$ cat src/rtl/serial_pattern_pkg.sv
// Shared types, constants and the expected-bit rule for the serial pattern
// checker and its matching transmit-side generator.
package serial_pattern_pkg;

  typedef enum logic {
    HUNT   = 1'b0,
    LOCKED = 1'b1
  } state_e;

  localparam logic MODE_TOGGLE = 1'b0;
  localparam logic MODE_PRBS7  = 1'b1;

  localparam int PRBS_LEN   = 7;
  localparam int PRBS_TAP_A = 6;
  localparam int PRBS_TAP_B = 5;

  // sr[0] holds the newest bit, sr[6] the bit seven positions back.
  function automatic logic next_exp(input logic [PRBS_LEN-1:0] sr, input logic mode);
    if (mode == MODE_PRBS7) begin
      return sr[PRBS_TAP_A] ^ sr[PRBS_TAP_B];
    end
    return ~sr[0];
  endfunction

endpackage

$ cat src/rtl/prbs7_lfsr.sv
// 7-bit shift register for x^7+x^6+1: parallel load, or shift in either the
// LFSR feedback or an externally chosen bit.
module prbs7_lfsr
  import serial_pattern_pkg::*;
(
  input  logic                clk,
  input  logic                rst_n,
  input  logic                load,
  input  logic [PRBS_LEN-1:0] load_val,
  input  logic                shift,
  input  logic                ext_sel,
  input  logic                ext_bit,
  output logic [PRBS_LEN-1:0] sr
);

  logic [PRBS_LEN-1:0] sr_q, sr_d;
  logic                fb;
  logic                in_bit;

  always_comb begin
    fb     = sr_q[PRBS_TAP_A] ^ sr_q[PRBS_TAP_B];
    in_bit = ext_sel ? ext_bit : fb;
    sr_d   = sr_q;
    if (load) begin
      sr_d = load_val;
    end else if (shift) begin
      sr_d = {sr_q[PRBS_LEN-2:0], in_bit};
    end
  end

  always_ff @(posedge clk or negedge rst_n) begin
    if (!rst_n) begin
      sr_q <= '0;
    end else begin
      sr_q <= sr_d;
    end
  end

  assign sr = sr_q;

endmodule

$ cat config.mk
export PLATFORM = sky130hd
export DESIGN_NAME = prbs7_lfsr
export DESIGN_NICKNAME = d
export VERILOG_FILES = /design/src/rtl/serial_pattern_pkg.sv /design/src/rtl/prbs7_lfsr.sv
export SDC_FILE = /design/constraint.sdc
export NUM_CORES = 1
export LEC_CHECK = 0
export ABC_AREA = 1
export BUFFER_PORTS_ARGS = -buffer_cell sky130_fd_sc_hd__clkbuf_2
export CAP_MARGIN = 25
export CORE_AREA = 4 4 41 43
export CTS_CLUSTER_DIAMETER = 100
export DETAILED_ROUTE_END_ITERATION = 10
export DIE_AREA = 0 0 45 47
export PLACE_DENSITY = 0.63
export REMOVE_ABC_BUFFERS = 1
export SETUP_SLACK_MARGIN = 0.4
export SKIP_CTS_REPAIR_TIMING = 1
export SLEW_MARGIN = 20
export SYNTH_ARGS = -nofsm -noshare
export SYNTH_HDL_FRONTEND = slang
export SYNTH_SLANG_ARGS = --single-unit
$ cat constraint.sdc
create_clock -name clk -period 0.9 [get_ports clk]
set_input_delay 0.18 -clock clk [delete_from_list [all_inputs] [get_ports clk]]
set_output_delay 0.18 -clock clk [all_outputs]
set_load 0.01 [all_outputs]
======== Word level (Yosys, flattened, before mapping) ========
Cells that the tools add are included.
word-level totals
  flip-flop bits (word level) ............. 7
  latch bits .............................. 0
  RAM bits ................................ 0
  ROM bits ................................ 0
  input port bits ......................... 13
  logic and storage cells ................. 6
  memories kept ........................... 0
cells by class
  add/sub/neg operators ................... 0
  multipliers ............................. 0
  div/mod/pow operators ................... 0
  $lt $le $gt $ge ......................... 0
  equal/unequal tests ..................... 0
  shift operators ......................... 0
  mux-type cells .......................... 3
  bitwise operators ....................... 1
  reductions and logical operators ........ 1
operators with widths
  operator            count
  two-way mux 7 bit   2
  nonzero test 2 bit  1
  two-way mux 1 bit   1
  XOR 1 bit           1

======== Logic depth before layout (Yosys ltp) ========
  depth in word-level cells ............... 4
  mapped depth ............................ 6

======== Worst setup path before layout ========
No wires, ideal clock.
  path kind ............................... register -> register
  start point ............................. register sr_q[6] (netlist: sr[6])
  end point ............................... register sr_q[0] (netlist: sr[0])
  arrival ................................. 0.664 ns
  path slack .............................. 0.117 ns
  stages on the path, launching flop included .. 6
  path buffers ............................ 0
  period minus slack after synthesis ...... 0.783 ns
  path through ............................ dfrtp_1 inv_1 nand2_1 nand3_1 nand2_1 nand2_1
between the ends
  cells in the longest elaborated chain, start to end .. 4
RTL lines
  element                 line              text
  from (decl)             prbs7_lfsr.sv:16  logic [PRBS_LEN-1:0] sr_q, sr_d;
  from (signal assigned)  prbs7_lfsr.sv:35  sr_q <= sr_d;
  XOR 1 bit               prbs7_lfsr.sv:21  fb = sr_q[PRBS_TAP_A] ^ sr_q[PRBS_TAP_B];
  two-way mux 1 bit       prbs7_lfsr.sv:22  in_bit = ext_sel ? ext_bit : fb;
  two-way mux 7 bit       prbs7_lfsr.sv:26  end else if (shift) begin
  two-way mux 7 bit       prbs7_lfsr.sv:24  if (load) begin
Every way passes these cells. The select of a mux whose other input is x is not followed.
A chain may end at the register's enable or synchronous reset.

======== Worst setup path after layout ========
  start point ............................. register sr_q[6] (netlist: sr[6])
  end point ............................... output sr[6]
RTL lines
  element    line              text
  to (decl)  prbs7_lfsr.sv:13  output logic [PRBS_LEN-1:0] sr
No word-level cell between the ends.

==> results.md <==
- Clock period minus worst slack: 0.974 ns
- Largest cells by area after synthesis: dfrtp_1, nand2_1, nand3_1
- CP max-delay cell: dfrtp_1
- Top cell type by total area after synthesis: dfrtp_1
- Final hold violations: 7
- Proportion of layout cells with a drive suffix above 1: 44.4%
- Top-area cell type share of the netlist area: 48.6%
- GR Overflow Total: 0
- MaxCap Viol Count: 0
- Most common cell in the netlist: nand2_1
- Layout Area Growth over Synthesis: 45.8%
- FF-to-FF Start: sr[0]
- Post-route setup slack: -0.0742 ns
- Finished Layout Cells: 87
- Hold slack final: -0.239 ns
- Setup violations, final: 7
- CP top delay family: flip-flops
- Critical path data required time: 0.72 ns
- GP Congestion: 0.771
- Slew @ Worst Pin: 0.219 ns
- Row cnt: 13
- RSZ-0062 raised after global routing: yes
- Placed insts: 80
- Synth unique cells: 11
- Delay of the slowest critical-path stage: 0.41 ns
- Post-synthesis cell count: 47
- CP Cell Sequence: clkbuf_2
- Max transition margin: 85.4%
- Seq/Total Area, Yosys: 48.6%
- Fmax: 1030 MHz
- Htree depth: 1
- Largest net degree at the start of global routing: 10
- Class of the worst hold path: in2async
- Skew-Pair Late Insertion Delay: 0.25 ns
- Synthesis-stage register bit count: 7
- DR vias: 381
- Status: finished, violations left
- CP Max Fanout: 4
- 1st-iter DRT viols: 5
- Synthesized area: 360 um2
- Peak VDD IR: 0.621 mV
- Leakage power figure: 0.296 nW
- Die X: 45 um
- Remaining DRCs: 0
- Ports: 20
- Critical path class: reg2out
- Inserted Clock Buffers: 3
- Clk root buf: clkbuf_4
- Mean Syn Cell Area: 7.67 um2
- Clock skew: 0.000159 ns
- ANT cells: 0
- Initial Utilization: 27.7%
- Pwr/cell area: 1620 nW/um2
- Remaining antenna violation count: 0
- Reg2reg path depth: 3
- Main synth FF type: dfrtp_1
- Failing checks: hold timing, setup timing
- First-pass GRT wire length: 1.25 mm
- Setup_tns: -0.420 ns
- Reg2Reg Capture Point: sr[0]
- Post-synth EDFFs: 0
- Nets@finish: 86
- Placed wire-length estimate: 673 um
- Critical path startpoint category: flip-flop
- Post-DR wirelength/cell: 10.0 um
- Crit end category: primary output
- Post-route clock period utilization: 108%
- Max-slew violations: 0
- Clock sink total: 7
- Worst Path Arrival: 0.79 ns
- DR vias/cell: 4.38
- Clock Path Buffers: 2
- Core area: 1300 um2
- Max reg flops: 7
- Buffers & Inverters on Critical Path: 1
- Die footprint: 2120 um2
- Final wirelength: 874 um
- Clock tree from TritonCTS: yes
- Critical path startpoint: sr[6]
- Fraction of registers with async set/reset: 100%
- Reg2reg setup slack: 0.12 ns
- Initial antenna violation count: 0
- Vias in the first global route: 293
- Most frequent cells after synthesis: nand2_1, dfrtp_1, nand3_1, inv_1
- Drt pass-1 iters: 4
- Port Buffers: 19
- Die span in y: 47 um
- Global Route Usage Sum: 8.35%
- Yosys warning count: 0
- Reg clk slew, reported paths: 0.05 ns
-- logic make-up after synthesis --
kind of cell / count (synthesis) / share of synthesized area, %
AOI/OAI and AO/OA: 2 / 4.17
DFF: 7 / 48.6
and+or+nand+nor: 32 / 38.9
buffers and inverters: 6 / 8.33
-- routing by layer --
metal	GRT usage, %	routed length [um]	vias up
met1	13.0	436	166
met3	2.30	76	0
met5	0	0	-
li1	-	-	196
met4	5.26	0	0
met2	9.60	361	19
-- area by class of cell --
| cell class | count | area [um2] |
|---|---|---|
| Multi-Input combinational cell | 34 | 161 |
| Fill cell | 146 | 776 |
| Tap cell | 15 | 18.8 |
| Inverter | 5 | 18.8 |
| Timing Repair Buffer | 22 | 125 |
| Clock buffer | 4 | 26.3 |
| Sequential cell | 7 | 175 |
-- placed cells by master, fill, tap and decap left out --
master / count
clkbuf_1: 1
nor2_4: 1
o211ai_1: 1
dfrtp_1: 7
buf_4: 1
a21boi_2: 1
nand2_2: 3
buf_6: 2
inv_1: 3
nand3_1: 6
nor2_1: 2
nand2_1: 20
inv_2: 2
clkbuf_2: 19
clkbuf_4: 3
-- where the power goes --
part	switching [mW]	total, mW	internal, mW
clock	0.115	0.285	0.169
combinational	0.0962	0.189	0.0929
sequential	0.0285	0.376	0.348
-- stage by stage --
stage / area [um2] / worst slack, ns / total power, mW / utilization, %
floorplan: 349 / 0.117 / 0.454 / -
global placement: 463 / 0.0870 / 0.541 / 35.6
detailed placement: 463 / 0.0604 / 0.541 / 35.6
CTS: 489 / -0.0898 / 0.833 / 37.6
global route: 526 / -0.116 / 0.905 / 40.4
finish: 526 / -0.0742 / 0.850 / 40.4
-- worst max-delay path by stage --
| stage | endpoint | slack (ns) | cells past startpoint |
|---|---|---|---|
| 3_3_place_gp | sr[3] | 0.09 | 6 |
| 5_1_grt | sr[6] | -0.12 | 1 |
| 6_report | sr[6] | -0.07 | 1 |
| 2_1_floorplan | sr[0] | 0.12 | 5 |
| 3_5_place_dp | sr[3] | 0.06 | 6 |
| 4_1_cts | sr[5] | -0.09 | 1 |
Power figures use the tool's default switching activity.
